[src/rtl/z2_cycle_ctrl.sv]
// Zorro II slave bus-cycle controller: synchronises 68000 strobes, latches one target per cycle,
// and drives DTACK/OVR enables. Define Z2_TIMEOUT_EN to abort hung DATA phases with a BERR request.
module z2_cycle_ctrl #(
  parameter int          NUM_TGT        = 5,
  parameter int          SYNC_STAGES    = 2,
  parameter logic [7:0]  OVR_MASK       = 8'b0001_0110,
  parameter int          TIMEOUT_W      = 8,
  parameter int          TIMEOUT_CYCLES = 200
) (
  input  logic               MEMCLK,
  input  logic               RESET_n,
  input  logic               AS_n,
  input  logic               UDS_n,
  input  logic               LDS_n,
  input  logic               RW,
  input  logic               BERR_n,
  input  logic [NUM_TGT-1:0] tgt_sel,
  input  logic [NUM_TGT-1:0] tgt_ready,
  output logic [2:0]         z2_state,
  output logic [NUM_TGT-1:0] active_tgt,
  output logic               as_sync_n,
  output logic               uds_sync_n,
  output logic               lds_sync_n,
  output logic               rw_sync,
  output logic               cycle_start,
  output logic               cycle_end,
  output logic               dtack_oe,
  output logic               ovr_oe,
  output logic               berr_req
);

  typedef enum logic [2:0] {
    ST_IDLE  = 3'd0,
    ST_START = 3'd1,
    ST_DATA  = 3'd2,
    ST_END   = 3'd3,
    ST_ERR   = 3'd4
  } state_t;

  localparam logic [NUM_TGT-1:0] OVR_M = OVR_MASK[NUM_TGT-1:0];

  if (TIMEOUT_CYCLES >= (1 << TIMEOUT_W)) begin : g_bad_timeout
    $error("TIMEOUT_CYCLES does not fit in TIMEOUT_W bits");
  end

  state_t               state_q;
  logic [SYNC_STAGES:0]   as_sh_q;
  logic [SYNC_STAGES-1:0] uds_sh_q, lds_sh_q, rw_sh_q, berr_sh_q;
  logic [NUM_TGT-1:0]   active_q;
  logic                 dtack_q, start_q, end_q;
  logic                 as_start_n, berr_sync_n, strobe_low, ready_hit;

  function automatic logic [NUM_TGT-1:0] lowest_bit(input logic [NUM_TGT-1:0] v);
    lowest_bit = '0;
    for (int i = NUM_TGT - 1; i >= 0; i--) begin
      if (v[i]) begin
        lowest_bit    = '0;
        lowest_bit[i] = 1'b1;
      end
    end
  endfunction

  // AS_n carries one extra stage so the cycle only opens once decode has settled.
  always_ff @(posedge MEMCLK or negedge RESET_n) begin
    if (!RESET_n) begin
      as_sh_q   <= '1;
      uds_sh_q  <= '1;
      lds_sh_q  <= '1;
      rw_sh_q   <= '1;
      berr_sh_q <= '1;
    end else begin
      as_sh_q[0]   <= AS_n;
      uds_sh_q[0]  <= UDS_n;
      lds_sh_q[0]  <= LDS_n;
      rw_sh_q[0]   <= RW;
      berr_sh_q[0] <= BERR_n;
      for (int i = 1; i <= SYNC_STAGES; i++) as_sh_q[i] <= as_sh_q[i-1];
      for (int i = 1; i < SYNC_STAGES; i++) begin
        uds_sh_q[i]  <= uds_sh_q[i-1];
        lds_sh_q[i]  <= lds_sh_q[i-1];
        rw_sh_q[i]   <= rw_sh_q[i-1];
        berr_sh_q[i] <= berr_sh_q[i-1];
      end
    end
  end

  assign as_sync_n   = as_sh_q[SYNC_STAGES-1];
  assign as_start_n  = as_sh_q[SYNC_STAGES];
  assign uds_sync_n  = uds_sh_q[SYNC_STAGES-1];
  assign lds_sync_n  = lds_sh_q[SYNC_STAGES-1];
  assign rw_sync     = rw_sh_q[SYNC_STAGES-1];
  assign berr_sync_n = berr_sh_q[SYNC_STAGES-1];
  assign strobe_low  = !uds_sync_n || !lds_sync_n;
  assign ready_hit   = |(tgt_ready & active_q);

`ifdef Z2_TIMEOUT_EN
  localparam logic [TIMEOUT_W-1:0] TO_LAST = TIMEOUT_W'(TIMEOUT_CYCLES - 1);
  logic [TIMEOUT_W-1:0] cnt_q;
  logic                 berr_q;
`endif

  // Abort on AS release beats external BERR, which beats target ready.
  always_ff @(posedge MEMCLK or negedge RESET_n) begin
    if (!RESET_n) begin
      state_q  <= ST_IDLE;
      active_q <= '0;
      dtack_q  <= 1'b0;
      start_q  <= 1'b0;
      end_q    <= 1'b0;
`ifdef Z2_TIMEOUT_EN
      cnt_q    <= '0;
      berr_q   <= 1'b0;
`endif
    end else begin
      start_q <= 1'b0;
      end_q   <= 1'b0;
      case (state_q)
        ST_IDLE: begin
          dtack_q <= 1'b0;
          if (!as_start_n && |tgt_sel) begin
            state_q  <= ST_START;
            active_q <= lowest_bit(tgt_sel);
            start_q  <= 1'b1;
          end
        end
        ST_START: begin
          if (as_sync_n) begin
            state_q  <= ST_IDLE;
            active_q <= '0;
            end_q    <= 1'b1;
          end else if (!berr_sync_n) begin
            state_q <= ST_END;
          end else if (strobe_low) begin
            state_q <= ST_DATA;
`ifdef Z2_TIMEOUT_EN
            cnt_q   <= '0;
`endif
          end
        end
        ST_DATA: begin
          if (as_sync_n) begin
            state_q  <= ST_IDLE;
            active_q <= '0;
            end_q    <= 1'b1;
          end else if (!berr_sync_n) begin
            state_q <= ST_END;
          end else if (ready_hit) begin
            state_q <= ST_END;
            dtack_q <= 1'b1;
          end
`ifdef Z2_TIMEOUT_EN
          else begin
            if (cnt_q != '1) cnt_q <= cnt_q + 1'b1;
            if (cnt_q == TO_LAST) begin
              state_q <= ST_ERR;
              berr_q  <= 1'b1;
            end
          end
`endif
        end
        ST_END: begin
          if (as_sync_n) begin
            state_q  <= ST_IDLE;
            dtack_q  <= 1'b0;
            active_q <= '0;
            end_q    <= 1'b1;
          end
        end
`ifdef Z2_TIMEOUT_EN
        ST_ERR: begin
          if (as_sync_n) begin
            state_q  <= ST_IDLE;
            berr_q   <= 1'b0;
            active_q <= '0;
            end_q    <= 1'b1;
          end
        end
`endif
        default: begin
          state_q  <= ST_IDLE;
          active_q <= '0;
          dtack_q  <= 1'b0;
        end
      endcase
    end
  end

`ifdef Z2_TIMEOUT_EN
  assign berr_req = berr_q;
`else
  assign berr_req = 1'b0;
`endif

  assign z2_state    = state_q;
  assign active_tgt  = active_q;
  assign cycle_start = start_q;
  assign cycle_end   = end_q;
  // Raw AS_n gating lets both enables drop the instant the master ends the cycle.
  assign dtack_oe    = dtack_q && !AS_n && |(active_q & OVR_M);
  assign ovr_oe      = |(tgt_sel & OVR_M) && !AS_n;

endmodule

[config.mk]
export PLATFORM = sky130hd
export DESIGN_NAME = z2_cycle_ctrl
export DESIGN_NICKNAME = d
export VERILOG_FILES = /design/src/rtl/z2_cycle_ctrl.sv
export SDC_FILE = /design/constraint.sdc
export NUM_CORES = 1
export LEC_CHECK = 0
export ABC_AREA = 1
export BUFFER_PORTS_ARGS = -buffer_cell sky130_fd_sc_hd__clkbuf_2
export CAP_MARGIN = 20
export CORE_MARGIN = 5
export CORE_UTILIZATION = 47
export CTS_CLUSTER_SIZE = 40
export DETAILED_ROUTE_END_ITERATION = 10
export PLACE_DENSITY = 0.75
export SYNTH_ARGS = -nofsm -noshare
export SYNTH_HDL_FRONTEND = slang
export SYNTH_SLANG_ARGS = --single-unit
[constraint.sdc]
create_clock -name MEMCLK -period 1.61 [get_ports MEMCLK]
set_clock_uncertainty 0.2 [all_clocks]
set_input_delay 0.483 -clock MEMCLK [delete_from_list [all_inputs] [get_ports MEMCLK]]
set_output_delay 0.483 -clock MEMCLK [all_outputs]
set_load 0.01 [all_outputs]
==> results of run 1 <==
[worst register-to-register path, delay by kind of cell, from the launching register on]
kind	cells	cell delay, ns
buf+inv	2	0.26
flops	1	0.41
simple gates	8	0.54
[worst paths after layout]
kind / depth (start not counted) / startpoint / endpoint
worst max-delay path: 3 / active_tgt[1]$_DFFE_PN0P_ / active_tgt[1]
worst min register to register: 0 / uds_sh_q[0]$_DFF_PN1_ / uds_sh_q[1]$_DFF_PN1_
min in group asynchronous: 2 / RESET_n / active_tgt[0]$_DFFE_PN0P_
worst max register to register: 10 / active_tgt[1]$_DFFE_PN0P_ / z2_state[0]$_DFFE_PN0P_
max in group asynchronous: 2 / RESET_n / z2_state[0]$_DFFE_PN0P_
worst min-delay path: 1 / RW / rw_sh_q[0]$_DFF_PN1_
[cell usage after synthesis (all sizes together)]
cell type and n:
dfrtp 10, nand2 27, nand4 2, a21oi 4, buf 2, o21ai 4
nor2 11, conb 1, nand3 7, nor3 2, nand3b 1, dfstp 11
inv 10, nor3b 1
[per-stage QoR]
stage	setup TNS (ns)	hold WS, ns	instances
5_1_grt	-0.9352	0.03370	166
3_3_place_gp	-0.03106	0.1460	150
6_report	-0.4940	0.05824	166
2_1_floorplan	0	-0.01259	94
3_5_place_dp	-0.01666	0.1470	150
4_1_cts	-0.3998	0.04957	160
[cell type report]
class                   instances  area [um2]  share of cell area
flip-flops and latches         21       541.8              0.4184
inverters                      10       37.54             0.02899
clock buffers                   4       26.28             0.02029
well taps                      25       31.28             0.02415
multi-input cells              61       331.6              0.2560
repair buffers                 45       326.6              0.2522
[cell families after synthesis]
logic type	share of synthesized area
AOI/OAI and AO/OA	0.04420
DFF	0.5953
buffers and inverters	0.05801
and+or+nand+nor	0.2983
other	0.004140
[power by group through the flow]
stage	Clock [W]	Combinational [W]	Sequential (W)
6_report	0.000243	0.000691	0.000716
5_1_grt	0.000281	0.000773	0.000728
4_1_cts	0.000251	0.000553	0.000713
3_5_place_dp	0	0.000507	0.000726
3_3_place_gp	0	0.000498	0.000719
2_1_floorplan	0	0.000312	0.000748
[cell usage in the layout, fill, tap and decap left out, drive strengths merged]
cell type / netlist / routed
dfrtp: 10 / 10
dfstp: 11 / 11
nor3: 2 / 2
conb: 1 / 2
a21oi: 4 / 4
nand3: 7 / 7
o21ai: 4 / 4
nor3b: 1 / 1
buf: 2 / 24
nand2: 27 / 27
clkbuf: 0 / 24
nand4: 2 / 2
nor2: 11 / 11
dlygate4sd3: 0 / 1
nand3b: 1 / 1
inv: 10 / 10
[sequential cells by signal (all words and copies together), names as in the netlist]
name and count:
dtack_q 1, berr_sh_q 2, active_tgt 5, uds_sh_q 2, z2_state 2, as_sh_q 3
lds_sh_q 2, cycle_start 1, rw_sh_q 2, cycle_end 1
[metal layers]
| layer | share of wire | routed length (um) | track usage |
|---|---|---|---|
| met1 | 0.38 | 770 | 0.1883 |
| met2 | 0.54 | 1093 | 0.2601 |
| met3 | 0.067 | 135 | 0.03047 |
| met4 | 0.0060 | 12 | 0.04681 |
| met5 | 0 | 0 | 0 |
[repair_timing]
item	CTS	global route
setup endpoints to repair	8	11
endpoints found under the hold margin	10	0
hold buffers	1	0
pin swaps	2	4
cloned	0	0
resized for setup	3	28
setup buffers	5	7
==> flow_summary.yaml, run 1 <==
timing:
  report.final.slew_viol_count: 0
  finalCritPeriodShare: 1.091
  max_clock_freq_mhz: 569.2
  rsz_0062_raised_after_global_routing: "true"
  setup_violations: 7
  timing.final.hold_violations: 0
  postLayoutSetupSlackWorst_ns: -0.1470
  final.min_clock_period_ns: 1.757
cells_and_area:
  final_core_utilization: 0.7263
  antennaDiodeCount: 0
  final_net_count: 159
  fillCellCount: 133
  drive_gt1_frac: 0.5674
  stdcell_area_um2: 1295
  area_growth_pct: 42.96
clock_network:
  cts_sinks: 21
  inserted_clock_buffers: 3
  clk-insertion-delay-late_ns: 0.29
  clk_pin_slew_worst_paths_ns: 0.11
  htreeDepth: 1
  cts_buffer_depth: 2
  ctsRootBufferMaster: "sky130_fd_sc_hd__clkbuf_4"
  cts_tree: "done"
yosys:
  synth.avg_cell_area_um2: 9.741
  synthDominantCellAreaShare: 0.3191
  netlist_area_um2: 905.9
  synth_warn: 0
  yosys_register_bits: 21
  synth.lib_cells_used.distinct: 19
  count_of_mapped_cells_out_of_synthesis: 93
  synth_top_cells_by_area: "sky130_fd_sc_hd__dfstp_2 32%, sky130_fd_sc_hd__dfrtp_1 28%, sky130_fd_sc_hd__nand2_1 9.1%"
  synth-seq-area-share: 0.5953
  post-synth-top-area-cell: "sky130_fd_sc_hd__dfstp_2"
route:
  finalWirelength_um: 2012
  dr.first_iter.drc_count: 19
  detailedRoute.firstPassIterationCount: 4
  route.vias.total: 774
  route.antenna.remaining_nets: 0
  routed_via_density: 4.663
  drc_violations_left: 0
  routedWlPerCell_um: 12.12
floorplan:
  start_util: 0.5081
  ioPinCount: 34
  fp-row-count: 15
  die_x_um: 53.90
  placeableCoreArea_um2: 1783
  die_y_um: 53.90
  die_area_um2: 2905
worst_setup_path:
  worst_setup_path_start_kind: "flop"
  slowest_stage: "sky130_fd_sc_hd__dfrtp_1"
  timing.setup.critical_path_class: "reg -> out"
  regToRegSetupSlack_ns: 0.08
  setup.worst_path.end_class: "output pin"
  critical_path_peak_fanout: 3
  cp_data_required_time_ns: 0.93
  crit_chain: "buf_4 -> buf_6 -> buf_6"
  worst_path_most_repeated_cell: "sky130_fd_sc_hd__buf_6"
  critPathArrivalTime_ns: 1.07
  worst_path_largest_cell_delay_ns: 0.41
  worstPathBufferInverterCount: 3
  timing.critical_path.max_delay_family: "flip-flops"
grt:
  antenna_violations_before_repair: 0
  number_of_global_route_vias_before_repair: 755
  grt_use_total: 0.1509
  grt_overflow: 0
  grt_pass1_wl_um: 3180
  grt_start_max_net_pins: 22
power_and_ir_drop:
  power_frac_comb: 0.419
  power_switching_share: 0.3571
  share_seq_of_total_power: 0.434
  p_switching_w: 0.0005890
  vdd_ir_drop_max_uv: 753.3
  totalPowerFinal_w: 0.001649
  cell_internal_power_w: 0.001060
  clockPowerShare: 0.147
  power.static_leakage_nw: 0.6742
  power.density_cell_area_nw_per_um2: 1274
placement:
  gp_congestion: 0.8265
  preCtsSetupSlack_ns: -0.01366
  io_buffers: 31
  place_hpwl_um: 1372
  placed_cell_area_um2: 1096
job:
  maxCapViolations: 0
worst_hold_path:
  class_of_the_most_critical_hold_timing_path: "in -> reg"
run_status:
  violations: "setup timing"
  outcome: "finished, violations left"
No activity file was read; power rests on OpenSTA's default activity.
==> run 2: changes to the inputs <==
PLACE_DENSITY = 0.84   (was 0.75)
==> flow_summary.yaml, run 2 (synthesis gave the netlist of run 1 again) <==
worst_setup_path:
  critPathArrivalTime_ns: 1.10
  crit_chain: "nor3_2 -> nor3b_2 -> buf_2"
  worstPathBufferInverterCount: 1
  setup.worst_path.end_class: "output pin"
  worst_path_largest_cell_delay_ns: 0.41
  cp_data_required_time_ns: 0.93
  worst_setup_path_start_kind: "flop"
  critical_path_peak_fanout: 2
  slowest_stage: "sky130_fd_sc_hd__dfrtp_1"
  timing.setup.critical_path_class: "reg -> out"
  timing.critical_path.max_delay_family: "flip-flops"
  regToRegSetupSlack_ns: 0.10
timing:
  setup_violations: 8
  postLayoutSetupSlackWorst_ns: -0.1743
  setup_total_negative_slack_ns: -0.3487
  timing.final.hold_violations: 0
  report.final.slew_viol_count: 0
  max_clock_freq_mhz: 560.5
  rsz_0062_raised_after_global_routing: "true"
  finalCritPeriodShare: 1.108
  final.min_clock_period_ns: 1.784
run_status:
  violations: "setup timing"
  outcome: "finished, violations left"
cells_and_area:
  drive_gt1_frac: 0.5612
  antennaDiodeCount: 0
  final_core_utilization: 0.7193
  area_growth_pct: 41.57
  commonest_non_fill_non_tap_cells_in_the_layout: "21 x sky130_fd_sc_hd__clkbuf_2, 20 x sky130_fd_sc_hd__nand2_1, 11 x sky130_fd_sc_hd__dfstp_2, 10 x sky130_fd_sc_hd__buf_6"
  number_of_flip_flops_in_the_largest_register: 5
  stdcell_area_um2: 1282
  layout.cells.non_filler: 164
  mostFrequentLayoutCell: "sky130_fd_sc_hd__clkbuf_2"
  final_net_count: 157
route:
  routedWlPerCell_um: 11.87
  routed_via_density: 4.604
  detailedRoute.firstPassIterationCount: 4
  dr.first_iter.drc_count: 25
  finalWirelength_um: 1946
  route.antenna.remaining_nets: 0
  route.vias.total: 755
  drc_violations_left: 0
floorplan:
  start_util: 0.5081
  ioPinCount: 34
  fp-row-count: 15
  placeableCoreArea_um2: 1783
  die_x_um: 53.90
  die_y_um: 53.90
  die_area_um2: 2905
power_and_ir_drop:
  power.density_cell_area_nw_per_um2: 1258
  power_switching_share: 0.3616
  cell_internal_power_w: 0.001030
  power.static_leakage_nw: 0.6642
  clockPowerShare: 0.151
  power_frac_comb: 0.420
  share_seq_of_total_power: 0.429
  vdd_ir_drop_max_uv: 729.2
  p_switching_w: 0.0005833
clock_network:
  clk_pin_slew_worst_paths_ns: 0.11
  clk-insertion-delay-late_ns: 0.30
  ctsRootBufferMaster: "sky130_fd_sc_hd__clkbuf_4"
  inserted_clock_buffers: 3
  cts_buffer_depth: 2
  cts_tree: "done"
  cts_sinks: 21
  htreeDepth: 1
grt:
  grt_use_total: 0.1552
  antenna_violations_before_repair: 0
  grt_pass1_wl_um: 3174
  grt.met2_usage: 0.2460
  globalRoute.busiestLayer: "met2"
  number_of_global_route_vias_before_repair: 748
  use_met1: 0.2007
  grt_start_max_net_pins: 22
  grt_overflow: 0
  globalRouteMet3Util: 0.03878
worst_hold_path:
  class_of_the_most_critical_hold_timing_path: "in -> reg"
placement:
  place_hpwl_um: 1421
  placedCellCount: 150
  io_buffers: 31
  gp_congestion: 0.8175
  placed_cell_area_um2: 1096
  preCtsSetupSlack_ns: -0.03061
job:
  maxCapViolations: 0
## run 2: area by class of cell
type	count	area (um2)
Sequential cell	21	540.5
Fill cell	120	500.5
Multi-Input combinational cell	61	341.6
Timing Repair Buffer	43	305.3
Inverter	10	37.54
Tap cell	25	31.28
Clock buffer	4	26.28
## run 2: through the flow
stage                     total power (W)  hold WS, ns
after floorplan                  0.001059     -0.01259
after global placement           0.001215       0.1460
after detailed placement         0.001237       0.1488
after CTS                        0.001529      0.04107
after global routing             0.001737      0.02548
final                            0.001613      0.05045
## run 2: repair_timing
action / 4_1_cts / 5_1_grt
pin swaps: 1 / 4
setup buffers: 5 / 5
setup endpoints to repair: 8 / 11
gates resized for setup: 2 / 26
hold buffers: 1 / 0
endpoints found under the hold margin: 10 / 0
## run 2: path summary, 6_finish.rpt
kind | startpoint | to | depth (start not counted)
setup / recovery | active_tgt[4]$_DFFE_PN0P_ | dtack_oe | 3
hold / removal | BERR_n | berr_sh_q[0]$_DFF_PN1_ | 1
setup reg to reg | active_tgt[2]$_DFFE_PN0P_ | z2_state[1]$_DFFE_PN0P_ | 10
hold reg to reg | lds_sh_q[0]$_DFF_PN1_ | lds_sh_q[1]$_DFF_PN1_ | 0
max in group asynchronous | RESET_n | z2_state[1]$_DFFE_PN0P_ | 2
min in group asynchronous | RESET_n | active_tgt[4]$_DFFE_PN0P_ | 2
## run 2: layer usage
layer	up-vias	wire, um
li1	384	-
met5	-	0
met1	344	819
met4	0	0
met2	27	992
met3	0	135
## run 2: power by group through the flow
stage / Combinational [W] / Sequential (W) / Clock [W]
floorplan: 0.000312 / 0.000748 / 0
global placement: 0.000497 / 0.000718 / 0
detailed placement: 0.000513 / 0.000724 / 0
CTS: 0.000589 / 0.000688 / 0.000252
global route: 0.000743 / 0.000704 / 0.000290
finish: 0.000678 / 0.000693 / 0.000243
==> run 3: changes to the inputs <==
ABC_AREA = unset   (was 1)
CORE_ASPECT_RATIO = 1.2   (was unset)
CORE_MARGIN = unset   (was 5)
CORE_UTILIZATION = 45   (was 47)
PLACE_DENSITY = 0.82   (was 0.84)
==> flow_summary.yaml, run 3 <==
route:
  drc_violations_left: 0
  dr.first_iter.drc_count: 22
  routedWlPerCell_um: 15.92
  detailedRoute.firstPassIterationCount: 4
  route.antenna.remaining_nets: 0
  route.vias.total: 754
  finalWirelength_um: 2213
  routed_via_density: 5.424
worst_setup_path:
  timing.critical_path.max_delay_family: "flip-flops"
  crit_chain: "buf_4 -> buf_6 -> clkbuf_2"
  critical_path_peak_fanout: 4
  critPathArrivalTime_ns: 1.13
  timing.setup.critical_path_class: "reg -> out"
  worstPathBufferInverterCount: 3
  worst_setup_path_start_kind: "flop"
  cp_data_required_time_ns: 0.93
  worst_path_largest_cell_delay_ns: 0.43
  slowest_stage: "sky130_fd_sc_hd__dfrtp_1"
  setup.worst_path.end_class: "output pin"
yosys:
  synth.avg_cell_area_um2: 11.98
  post-synth-top-area-cell: "sky130_fd_sc_hd__dfstp_2"
  yosys_register_bits: 21
  count_of_mapped_cells_out_of_synthesis: 70
  ys_async_sr_fraction: 1.000
  netlist_top_cells_count: "11 x sky130_fd_sc_hd__dfstp_2, 10 x sky130_fd_sc_hd__dfrtp_1, 5 x sky130_fd_sc_hd__nand2_1"
  synth_warn: 0
  synth.lib_cells_used.distinct: 32
  synth_top_cells_by_area: "sky130_fd_sc_hd__dfstp_2 34%, sky130_fd_sc_hd__dfrtp_1 30%, sky130_fd_sc_hd__o21ai_0 2.4%"
  netlist_area_um2: 838.3
  synth_enable_flop_cells: 0
  synth_ff_type: "sky130_fd_sc_hd__dfstp_2"
  synthDominantCellAreaShare: 0.3448
  post-synth-top-count-cell: "sky130_fd_sc_hd__dfstp_2"
  synth-seq-area-share: 0.6433
grt:
  grt_overflow: 0
  number_of_global_route_vias_before_repair: 749
  grt_use_total: 0.2170
  grt_start_max_net_pins: 22
  grt_pass1_wl_um: 3325
  antenna_violations_before_repair: 0
floorplan:
  die_area_um2: 2040
  die_x_um: 41.40
  die_y_um: 49.28
  fp-row-count: 16
  ioPinCount: 34
  placeableCoreArea_um2: 1682
  start_util: 0.4985
placement:
  io_buffers: 31
  gp_congestion: 0.7902
  placedCellCount: 123
  preCtsSetupSlack_ns: -0.1999
  place_hpwl_um: 1339
timing:
  max_clock_freq_mhz: 552.4
  setup_violations: 12
  finalCritPeriodShare: 1.124
  setup_total_negative_slack_ns: -0.8202
  timing.final.hold_violations: 0
  report.final.slew_viol_count: 0
  postLayoutSetupSlackWorst_ns: -0.2002
  rsz_0062_raised_after_global_routing: "true"
  final.min_clock_period_ns: 1.810
power_and_ir_drop:
  power_switching_share: 0.3234
  share_seq_of_total_power: 0.457
  power_frac_comb: 0.362
  clockPowerShare: 0.181
  p_switching_w: 0.0004630
  power.density_cell_area_nw_per_um2: 1126
  vdd_ir_drop_max_uv: 771.2
  cell_internal_power_w: 0.0009688
  totalPowerFinal_w: 0.001432
  power.static_leakage_nw: 0.6234
clock_network:
  ctsRootBufferMaster: "sky130_fd_sc_hd__clkbuf_4"
  cts_tree: "done"
  clk-insertion-delay-late_ns: 0.32
  cts_buffer_depth: 2
  inserted_clock_buffers: 3
  htreeDepth: 1
  clk_pin_slew_worst_paths_ns: 0.12
  cts_sinks: 21
cells_and_area:
  number_of_flip_flops_in_the_largest_register: 5
  final_net_count: 139
  layout.cells.non_filler: 139
  antennaDiodeCount: 0
  area_growth_pct: 51.64
  drive_gt1_frac: 0.6116
  commonest_non_fill_non_tap_cells_in_the_layout: "21 x sky130_fd_sc_hd__clkbuf_2, 15 x sky130_fd_sc_hd__buf_4, 11 x sky130_fd_sc_hd__dfstp_2, 10 x sky130_fd_sc_hd__buf_6, 9 x sky130_fd_sc_hd__dfrtp_1"
  mostFrequentLayoutCell: "sky130_fd_sc_hd__clkbuf_2"
job:
  maxCapViolations: 0
worst_hold_path:
  class_of_the_most_critical_hold_timing_path: "in -> reg"
run_status:
  violations: "setup timing"
  outcome: "finished, violations left"
-- run 3: changes by cell type after synthesis, moves of 3 or more --
cell / before / now
sky130_fd_sc_hd__nor2_4: 3 / 0
sky130_fd_sc_hd__nor2_2: 4 / 0
sky130_fd_sc_hd__inv_1: 8 / 3
sky130_fd_sc_hd__nand2_1: 22 / 5
sky130_fd_sc_hd__nand3_1: 5 / 2
sky130_fd_sc_hd__o21ai_0: 0 / 4
sky130_fd_sc_hd__nand2_2: 5 / 0
-- run 3: worst reg2reg max path: cells and delay by family, from the launching register on --
family	cells	cell delay, ns
AO/OA/AOI/OAI	2	0.39
AND/OR/NAND/NOR	1	0.28
buffers and inverters	2	0.27
flip-flops	1	0.43
-- run 3: layer usage --
layer / GRT usage / vias to the layer above / share of wire
li1: - / 347 / -
met1: 0.2384 / 358 / 0.39
met2: 0.3672 / 40 / 0.51
met3: 0.05556 / 9 / 0.055
met4: 0.1344 / 0 / 0.039
met5: 0 / - / 0
-- run 3: path summary, 6_finish.rpt --
path	cells past startpoint	endpoint	slack (ns)	start
max in group asynchronous	2	z2_state[1]$_DFFE_PN0P_	0.41	RESET_n
min reg2reg	0	berr_sh_q[1]$_DFF_PN1_	0.16	berr_sh_q[0]$_DFF_PN1_
min	1	berr_sh_q[0]$_DFF_PN1_	0.04	BERR_n
max reg2reg	5	z2_state[0]$_DFFE_PN0P_	-0.06	active_tgt[4]$_DFFE_PN0P_
max	3	active_tgt[4]	-0.20	active_tgt[4]$_DFFE_PN0P_
min in group asynchronous	2	active_tgt[1]$_DFFE_PN0P_	0.44	RESET_n
-- run 3: kinds of logic after synthesis --
kind of cell | Yosys count | share of synthesized area
AOI/OAI and AO/OA | 17 | 0.1478
buffers and inverters | 8 | 0.04477
other | 1 | 0.004473
xor gates and xnor gates | 1 | 0.01045
DFF | 21 | 0.6433
and+or+nand+nor | 22 | 0.1493
-- run 3: power groups by stage --
| stage | clock network (W) | logic (W) | registers [W] |
|---|---|---|---|
| after CTS | 0.000258 | 0.000454 | 0.000644 |
| after floorplan | 0 | 0.000177 | 0.000680 |
| final | 0.000260 | 0.000518 | 0.000654 |
| after global routing | 0.000285 | 0.000556 | 0.000659 |
| after global placement | 0 | 0.000330 | 0.000682 |
| after detailed placement | 0 | 0.000338 | 0.000684 |
-- run 3: layout make-up --
type / instances / area [um2]
inverters: 4 / 15.01
well taps: 18 / 22.52
clock buffers: 3 / 22.52
multi-input cells: 42 / 300.3
repair buffers: 50 / 365.4
fillers: 95 / 410.4
clock inverters: 1 / 5.005
flip-flops and latches: 21 / 540.5
-- run 3: stage by stage --
stage	cell area [um2]	hold WS [ns]	util
2_1_floorplan	854.6	-0.01259	-
3_3_place_gp	1062	0.1453	0.6317
3_5_place_dp	1062	0.1468	0.6317
4_1_cts	1181	0.03736	0.7024
5_1_grt	1271	0.01756	0.7560
6_report	1271	0.03529	0.7560
-- run 3: what timing repair did --
item	in CTS	in global routing
endpoints found under the setup margin	9	12
hold buffers	1	0
buffers inserted	9	2
resized for setup	4	25
pin swaps	1	4
endpoints found under the hold margin	10	0
